==> config.mk <==
export PLATFORM = sky130hd
export DESIGN_NAME = uart_tx_drain
export DESIGN_NICKNAME = d
export VERILOG_FILES = /design/src/rtl/uart_tx_drain.sv
export SDC_FILE = /design/constraint.sdc
export NUM_CORES = 1
export LEC_CHECK = 0
export CAP_MARGIN = 30
export CORE_ASPECT_RATIO = 0.5
export CORE_MARGIN = 1
export CORE_UTILIZATION = 35
export CTS_CLUSTER_SIZE = 40
export DETAILED_ROUTE_END_ITERATION = 12
export HOLD_SLACK_MARGIN = 0.03
export PLACE_DENSITY = 0.64
export SYNTH_ARGS = -nofsm -noshare
export SYNTH_HDL_FRONTEND = slang
export SYNTH_SLANG_ARGS = --single-unit
==> constraint.sdc <==
create_clock -name iClk -period 5.5 [get_ports iClk]
set_input_delay 1.1 -clock iClk [delete_from_list [all_inputs] [get_ports iClk]]
set_output_delay 1.1 -clock iClk [all_outputs]
set_load 0.02 [all_outputs]
==> src/rtl/uart_tx_drain.sv <==
// UART transmitter that drains bytes from a FIFO: pops one byte per frame and sends 8N1.
// Define UART_TX_PARITY_EN to insert an even-parity bit between the data bits and the stop bit.
module uart_tx_drain #(
    parameter int BAUD_DIV = 10416
) (
    input  logic       iClk,
    input  logic       iRst,
    input  logic       iEmpty,
    input  logic [7:0] iRdData,
    output logic       oPop,
    output logic       oTx,
    output logic       oBusy,
    output logic       oDone
);

    typedef enum logic [2:0] {
        IDLE,
        START,
        DATA,
`ifdef UART_TX_PARITY_EN
        PARITY,
`endif
        STOP
    } state_t;

    localparam logic [15:0] BIT_LAST = 16'(BAUD_DIV - 1);

    state_t      state_q, state_d;
    logic [15:0] timer_q, timer_d;
    logic [2:0]  idx_q,   idx_d;
    logic [7:0]  shift_q, shift_d;
    logic        pop_q,   pop_d;
    logic        tx_q,    tx_d;
    logic        done_q,  done_d;
`ifdef UART_TX_PARITY_EN
    logic        parity_q, parity_d;
`endif

    logic bit_end;
    assign bit_end = (timer_q == BIT_LAST);

    // NOTE: every variable gets a default before the case so no path can infer a latch.
    always_comb begin
        state_d  = state_q;
        timer_d  = timer_q;
        idx_d    = idx_q;
        shift_d  = shift_q;
        pop_d    = 1'b0;
`ifdef UART_TX_PARITY_EN
        parity_d = parity_q;
`endif

        if (state_q != IDLE) begin
            timer_d = bit_end ? 16'd0 : timer_q + 16'd1;
        end

        case (state_q)
            IDLE: begin
                if (!iEmpty) begin
                    state_d  = START;
                    shift_d  = iRdData;
                    timer_d  = 16'd0;
                    idx_d    = 3'd0;
                    pop_d    = 1'b1;
`ifdef UART_TX_PARITY_EN
                    parity_d = ^iRdData;
`endif
                end
            end
            START: begin
                if (bit_end) begin
                    state_d = DATA;
                    idx_d   = 3'd0;
                end
            end
            DATA: begin
                if (bit_end) begin
                    if (idx_q == 3'd7) begin
`ifdef UART_TX_PARITY_EN
                        state_d = PARITY;
`else
                        state_d = STOP;
`endif
                    end else begin
                        idx_d   = idx_q + 3'd1;
                        shift_d = {1'b0, shift_q[7:1]};
                    end
                end
            end
`ifdef UART_TX_PARITY_EN
            PARITY: begin
                if (bit_end) state_d = STOP;
            end
`endif
            STOP: begin
                if (bit_end) state_d = IDLE;
            end
            default: state_d = IDLE;
        endcase

        // The line level is computed for the state being entered so oTx can come straight from a flop.
        case (state_d)
            START:   tx_d = 1'b0;
            DATA:    tx_d = shift_d[0];
`ifdef UART_TX_PARITY_EN
            PARITY:  tx_d = parity_q;
`endif
            default: tx_d = 1'b1;
        endcase

        done_d = (state_d == STOP) && (timer_d == BIT_LAST);
    end

    // NOTE: sequential state uses non-blocking assignments so all flops update together at the edge.
    always_ff @(posedge iClk or posedge iRst) begin
        if (iRst) begin
            state_q  <= IDLE;
            timer_q  <= 16'd0;
            idx_q    <= 3'd0;
            shift_q  <= 8'd0;
            pop_q    <= 1'b0;
            tx_q     <= 1'b1;
            done_q   <= 1'b0;
`ifdef UART_TX_PARITY_EN
            parity_q <= 1'b0;
`endif
        end else begin
            state_q  <= state_d;
            timer_q  <= timer_d;
            idx_q    <= idx_d;
            shift_q  <= shift_d;
            pop_q    <= pop_d;
            tx_q     <= tx_d;
            done_q   <= done_d;
`ifdef UART_TX_PARITY_EN
            parity_q <= parity_d;
`endif
        end
    end

    assign oPop  = pop_q;
    assign oTx   = tx_q;
    assign oDone = done_q;
    assign oBusy = (state_q != IDLE);

endmodule

Yosys cells after proc, flatten, opt, wreduce, memory -nomap -nowiden:

Cells that the tools add are included.

* logic and storage cells: 52
* input port bits: 11
* register bits after elaboration: 33
* output and inout bits: 4

* reduce and logical (&&, ||, !) cells: 7
* muxes and demuxes: 22
* equality and inequality tests: 13
* add/sub/neg operators: 2

Operators with widths (count)
* $mux 16: 4
* $eq 16x14->1 const B: 2
* $mux 3: 9
* $mux 8: 3
* $add 16x1->16 const B: 1
* $pmux 8 s2: 1
* $eq 3x2->1 const B: 4
* $pmux 3 s4: 1
* $pmux 3 s3: 1
* $ne 2x2->1 const B: 4
* $eq 3x1->1 const B: 2
* $reduce_bool 3->1: 2
* $reduce_and 5->1: 1
* $reduce_and 4->1: 1
* $add 3x1->3 const B: 1
* $eq 3x3->1 const B: 1
* $logic_not 3->1: 1
* $mux 1: 2
* $pmux 1 s2: 1
* $reduce_bool 2->1: 1
* $logic_and 1x1->1: 1

Depth between registers and ports, before layout:

Gate-level depths: netlist of the first run.

* depth in word-level cells: 7
* gate-level depth with buffers: 8
* gate-level depth less buffers: 7

Worst setup path before layout of the first run:

No wires, ideal clock.

* path kind: in2reg
* start: in iEmpty
* end: reg tx_q (netlist: oTx)
* arrival: 2377 ps
* data required time: 5412 ps
* slack: 3035 ps
* stages on the path: 6
* cell sequence: or4_1 inv_2 a21oi_1 a221o_1 nor3_1 o22ai_1

* elaborated cells on any way between the ends: 7

RTL lines
* from (decl): line 8 `input logic iEmpty,`
* $mux 8: line 59 `if (!iEmpty) begin`
* $pmux 8 s2: line 57 `case (state_q)`
* via shift_d[0]: line 31 `logic [7:0] shift_q, shift_d;`
* $pmux 1 s2: line 102 `case (state_d)`
* via tx_d: line 33 `logic tx_q, tx_d;`
* to (signal assigned): line 133 `tx_q <= tx_d;`
* to (decl): line 33

The timed path passes the listed nets, and every way through them passes these cells. The select of a mux whose other input is x is not followed.
A chain may end at the register's enable or synchronous reset.

Worst setup path in the final report of the first run:

* start: reg state_q[0]
* end: out oBusy

* word-level cells in the longest chain between the ends: 1

RTL lines
* from (decl): line 28 `state_t state_q, state_d;`
* from (signal assigned): line 128 `state_q <= state_d;`
* $reduce_bool 3->1: line 144 `assign oBusy = (state_q != IDLE);`
* to (decl): line 12 `output logic oBusy,`

Every way passes these cells.

==> flow_metrics.env, run 1 <==
export IMPL_synth_main_ff_cell="dfrtp_1"
export IMPL_synth_fp_nets=217
export IMPL_start_util_pct=37.3
export IMPL_utilization_pct=43.1
export IMPL_syn_to_final_growth_pct=15.3
export IMPL_path_clk_slew_ns=0.07
export IMPL_total_power_uw=606
export IMPL_max_freq_mhz=329
export IMPL_cts_sinks=33
export IMPL_finalNetCount=228
export IMPL_postCtsHoldBufs=0
export IMPL_syn_avg_cell_area_um2=9.32
export IMPL_hold_violations=0
export IMPL_yosys_warnings=0
export IMPL_antenna_found_initial=0
export IMPL_cp_end_kind="primary output"
export IMPL_cpPeakStageDelay_ns=0.64
export IMPL_post_synth_num_cell_types=56
export IMPL_grt_usage_pct=16.3
export IMPL_crit_chain="nor3_1 > buf_4 > inv_2 > clkdlybuf4s50_1"
export IMPL_cts_buffers=5
export IMPL_timing_final_crit_share_pct=55.2
export IMPL_crit_fanout=12
export IMPL_r2r_start="timer_q[0]$_DFF_PP0_"
export IMPL_final_setup_worst_slack_ns=2.46
export IMPL_cp_arrival_ns=1.94
export IMPL_multi_input_area_um2=978
export IMPL_port_buffers=14
export IMPL_ant_nets=0
export IMPL_cp_startpoint="state_q[0]$_DFF_PP0_"
export IMPL_synth_seq_cells=33
export IMPL_slew_headroom_pct=32.7
export IMPL_syn_area_um2=1890
export IMPL_fp_row_count=18
export IMPL_nFillCells=500
export IMPL_fin_cells=285
export IMPL_via_per_inst=5.54
export IMPL_hpwl_mm=3.00
export IMPL_r2r_setup_slack_ns=2.48
export IMPL_routed_wl_mm=4.26
export IMPL_synth_top_area_cell="dfrtp_1"
export IMPL_die_h_um=54.0
export IMPL_crit_type="flop to primary output"
export IMPL_seq_area_um2=827
export IMPL_hp_start="shift_q[4]$_DFFE_PP0P_"
export IMPL_io_pins=15
export IMPL_period_needed_ns=3.04
export IMPL_netlist_instances=203
export IMPL_drc_errors=0
export IMPL_core_area_um2=5070
export IMPL_routedWlPerCell_um=15.0
export IMPL_overflow=0
export IMPL_drtIter0Drc=140
export IMPL_tritoncts="done"
export IMPL_firstDrtPassIters=4
export IMPL_htreeDepth=2
export IMPL_setup_viol=0
export IMPL_grt_pass1_wl_mm=6.95
export IMPL_die_area_um2=5720
export IMPL_grt_max_degree=34
export IMPL_die_w_um=106
export IMPL_leakage_uw=0.000886
export IMPL_power_density_nw_per_um2=278
export IMPL_async_flop_share_pct=100
export IMPL_cts_repair_resized=0
export IMPL_cp_start_kind="flop"
export IMPL_synth_top_area_share_pct=42.3
export IMPL_outcome="finished, final reports clean"
export IMPL_place_congestion=0.928
export IMPL_drive_gt1_share_pct=10.2
export IMPL_vias=1579
export IMPL_min_delay_path_class="flop to flop"
export IMPL_drv_slew=0
export IMPL_grt_pass1_vias=1468
export IMPL_drv_cap=0
export IMPL_clkLatencyLatePin_ns=0.29
export IMPL_synth_area_leaders="dfrtp_1, nand2_1, nor2_1"
export IMPL_dp_cells=277
export IMPL_antennaDiodeCount=0
export IMPL_ys_seq_area_share_pct=43.7
export IMPL_rsz0062_at_grt="false"
export IMPL_worst_path_max_delay_cell="clkdlybuf4s50_1"
export IMPL_root_buffer="clkbuf_8"
export IMPL_finClkSkew_ns=0.00583
export IMPL_synth_edf_count=0
export IMPL_worstPathRequired_ns=4.40
export IMPL_vdd_drop_max_mv=0.108
export IMPL_cts_path_max_buffers=2
export IMPL_post_cts_setup_buffer_count=0
export IMPL_post_place_ws_ns=2.24
export IMPL_worstMarginPinSlew_ns=1.01
export IMPL_totalNegativeSetupSlack_ns=0
routing by layer:
layer / share of wire, % / GRT usage [%] / wire [µm] / vias to the layer above
met3: 6.2 / 6.17 / 263 / 13
met5: 0 / 0 / 0 / -
met4: 2.5 / 7.87 / 105 / 0
li1: - / - / - / 766
met2: 42 / 24.6 / 1810 / 58
met1: 49 / 20.8 / 2080 / 742
path summary, 6_finish.rpt:
| check | to | cells after the start |
|---|---|---|
| worst min-delay path | shift_q[4]$_DFFE_PP0P_ | 2 |
| worst max register to register | oDone$_DFF_PP0_ | 7 |
| min in group asynchronous | shift_q[5]$_DFFE_PP0P_ | 3 |
| worst min register to register | shift_q[4]$_DFFE_PP0P_ | 2 |
| worst max-delay path | oBusy | 4 |
| max in group asynchronous | oTx$_DFF_PP1_ | 3 |
final cells by class:
class	instances	area share, %
Sequential cell	33	37.9
Timing Repair Buffer	16	7.11
Multi-Input combinational cell	151	44.8
Clock buffer	6	3.33
Tap cell	70	4.01
Inverter	7	1.20
Clock inverter	2	1.61
through the flow:
step           hold WS [ns]  instance area (µm²)
2_1_floorplan         0.446                 1890
3_3_place_gp          0.465                 2070
3_5_place_dp          0.463                 2070
4_1_cts               0.484                 2180
5_1_grt               0.522                 2180
6_report              0.483                 2180
kinds of logic after synthesis:
family | Yosys count | synth area share [%]
compound gates | 45 | 16.4
xor+xnor | 8 | 3.70
fa+ha+maj | 3 | 1.98
simple gates | 91 | 27.8
buf+inv | 19 | 4.56
mux | 3 | 1.65
other cells | 1 | 0.198
flops | 33 | 43.7
critical path, delay by kind of cell (launching register included):
| kind | cells | cell delay, ns |
|---|---|---|
| buffers and inverters | 3 | 1.02 |
| flip-flops | 1 | 0.53 |
| AND/OR/NAND/NOR | 1 | 0.09 |
cells in the mapped netlist, types with 5 or more instances:
master,number
a22oi_1,6
clkbuf_1,7
dfrtp_1,32
inv_1,5
nand2_1,23
nand3_1,7
nand4_1,7
nor2_1,14
nor3_1,7
o21ai_0,5
o21ai_1,8
xnor2_1,6
sequential cells by signal, indices dropped and copies added, names as in the netlist:
name,flops
oDone,1
oTx,1
shift_q,8
timer_q,16
state_q,3
idx_q,3
oPop,1
cells in the final DEF, fill, tap and decap left out, types with 3 or more instances in the layout:
cell type / n
dfrtp_1: 32
nand2_1: 23
nor2_1: 14
clkdlybuf4s50_1: 14
o21ai_1: 8
nor3_1: 7
nand3_1: 7
nand4_1: 7
xnor2_1: 6
a22oi_1: 6
inv_1: 5
o21ai_0: 5
clkbuf_8: 5
nor4_1: 4
and3_1: 4
or3_1: 4
o211ai_1: 4
or4b_1: 3
or4_1: 3
a21oi_1: 3
and2_1: 3
ha_1: 3
report_power, final:
group	switching [µW]	leakage [µW]	internal, µW
clock	90.2	0.0000552	134
sequential	33.2	0.000436	267
combinational	46.4	0.000395	34.8
total	170	0.000886	436
Power figures use the tool's default switching activity.
==> inputs of run 2 (changes only) <==
Settings changed: PLACE_DENSITY 0.64 to 0.65.
Clock period 5.5 ns to 2.6 ns, I/O delays scaled along.
==> flow_metrics.env, run 2 (same netlist as run 1, synthesis figures left out) <==
export IMPL_use_met1_pct=22.5
export IMPL_cp_start_kind="flop"
export IMPL_slew_headroom_pct=63.8
export IMPL_fin_area_um2=2280
export IMPL_setup_viol=0
export IMPL_fin_cells=297
export IMPL_largest_reg_flops=16
export IMPL_outcome="finished, final reports clean"
export IMPL_leakage_uw=0.000945
export IMPL_die_h_um=54.0
export IMPL_worstRegToRegCells=6
export IMPL_cts_sinks=33
export IMPL_drv_slew=0
export IMPL_internal_power_uw=939
export IMPL_finClkSkew_ns=0.00801
export IMPL_timing_final_crit_share_pct=95.4
export IMPL_hold_depth=2
export IMPL_seq_area_um2=827
export IMPL_top_regs="timer_q (16), shift_q (8)"
export IMPL_grt_max_degree=34
export IMPL_worstPathRequired_ns=2.80
export IMPL_met2_usage_pct=26.7
export IMPL_drtIter0Drc=196
export IMPL_worstMarginPinSlew_ns=0.541
export IMPL_post_dp_cell_area_um2=2160
export IMPL_switching_share_pct=28.3
export IMPL_postCtsHoldBufs=0
export IMPL_cp_end_kind="flop"
export IMPL_tritoncts="done"
export IMPL_grt_util_met3_pct=4.48
export IMPL_clkLatencyLatePin_ns=0.29
export IMPL_power_density_nw_per_um2=574
export IMPL_die_w_um=106
export IMPL_drv_cap=0
export IMPL_grt_usage_pct=17.3
export IMPL_busiest_layer="met2"
export IMPL_io_pins=15
export IMPL_firstDrtPassIters=4
export IMPL_drive_gt1_share_pct=15.4
export IMPL_htreeDepth=2
export IMPL_finalNetCount=240
export IMPL_path_clk_slew_ns=0.08
export IMPL_cts_buffers=5
export IMPL_routedWlPerCell_um=14.6
export IMPL_largest_register="timer_q"
export IMPL_max_freq_mhz=403
export IMPL_layout_commonest_cell="dfrtp_1"
export IMPL_cts_path_max_buffers=2
export IMPL_crit_fanout=7
export IMPL_core_area_um2=5070
export IMPL_crit_type="flop to flop"
export IMPL_pwr_share_comb_pct=14.6
export IMPL_routed_wl_mm=4.35
export IMPL_via_per_inst=5.41
export IMPL_period_needed_ns=2.48
export IMPL_vias=1607
export IMPL_root_buffer="clkbuf_8"
export IMPL_most_common_layout_cells="dfrtp_1, nand2_1, nor2_1, clkdlybuf4s50_1, buf_4"
export IMPL_fp_row_count=18
export IMPL_hpwl_mm=3.12
export IMPL_min_delay_path_class="flop to flop"
export IMPL_die_area_um2=5720
export IMPL_grt_pass1_vias=1583
export IMPL_pwr_share_clk_pct=37.4
export IMPL_port_buffers=14
export IMPL_antenna_found_initial=0
export IMPL_ant_nets=0
export IMPL_antennaDiodeCount=0
export IMPL_power_frac_seq_pct=48.0
export IMPL_place_congestion=0.918
export IMPL_nFillCells=491
export IMPL_grt_pass1_wl_mm=7.40
export IMPL_drc_errors=0
export IMPL_hold_violations=0
export IMPL_overflow=0
export IMPL_p_switching_uw=371
export IMPL_vdd_drop_max_mv=0.280
export IMPL_dp_cells=289
export IMPL_cp_arrival_ns=2.68
export IMPL_syn_to_final_growth_pct=20.6
export IMPL_rsz0062_at_grt="false"
export IMPL_multi_input_area_um2=980
export IMPL_start_util_pct=37.3
==> run 2: cell count changes in the layout (fill, tap and decap cells not counted) <==
cell	before	now
buf_4	2	14
a2111oi_0	1	0
a2111oi_1	0	1
clkbuf_1	1	0
clkinv_2	1	0
clkinv_4	0	1
clkinvlp_4	0	1
==> run 2: metal layers <==
layer | share of wire [%] | up-vias
met2 | 45 | 43
met5 | 0 | -
met1 | 49 | 765
met3 | 4.5 | 12
met4 | 2.3 | 0
li1 | - | 787
==> run 2: layout make-up <==
class	instances	share of cell area (%)
inverters	7	1.15
clock inverters	3	2.03
repair buffers	28	10.8
multi-input cells	151	43.0
flip-flops and latches	33	36.3
clock buffers	5	3.02
well taps	70	3.84
==> run 2: stage by stage <==
step | hold slack, ns | TNS, ns | power [µW] | setup slack [ns] | utilization (%)
6_report | 0.481 | 0 | 1310 | 0.120 | 45.0
5_1_grt | 0.518 | 0 | 1390 | 0.000962 | 45.0
4_1_cts | 0.487 | 0 | 1320 | 0.0674 | 45.0
3_5_place_dp | 0.467 | -0.153 | 828 | -0.153 | 42.7
3_3_place_gp | 0.458 | -0.171 | 831 | -0.171 | 42.7
2_1_floorplan | 0.446 | 0 | 747 | 0.273 | -
==> run 2: repair_timing <==
action                                  4_1_cts  5_1_grt
buffers inserted                              0        0
hold endpoints to repair                      0        0
gates resized for setup                       0        1
endpoints found under the setup margin        0        1
==> run 2: path summary, 6_finish.rpt <==
kind	from	end	slack, ns
min in group asynchronous	iRst	timer_q[8]$_DFF_PP0_	0.61
worst min register to register	shift_q[3]$_DFFE_PP0P_	shift_q[3]$_DFFE_PP0P_	0.48
max in group asynchronous	iRst	oTx$_DFF_PP1_	1.64
worst max-delay path	timer_q[6]$_DFF_PP0_	oDone$_DFF_PP0_	0.12
worst min-delay path	shift_q[3]$_DFFE_PP0P_	shift_q[3]$_DFFE_PP0P_	0.48
worst max register to register	timer_q[6]$_DFF_PP0_	oDone$_DFF_PP0_	0.12
==> run 2: power by group through the flow <==
stage | logic (µW) | clock network [µW] | registers (µW)
floorplan | 145 | 0 | 601
global placement | 193 | 0 | 638
detailed placement | 193 | 0 | 636
CTS | 193 | 505 | 627
global route | 216 | 534 | 637
finish | 192 | 490 | 628
==> run 2: worst max-delay path, stage by stage, from the launching register on <==
cell	delay, ns
dfrtp_1	0.45
or4b_1	0.56
or4_1	0.58
mux2i_1	0.17
nor4_1	0.29
nand4_1	0.17
nor4_2	0.17
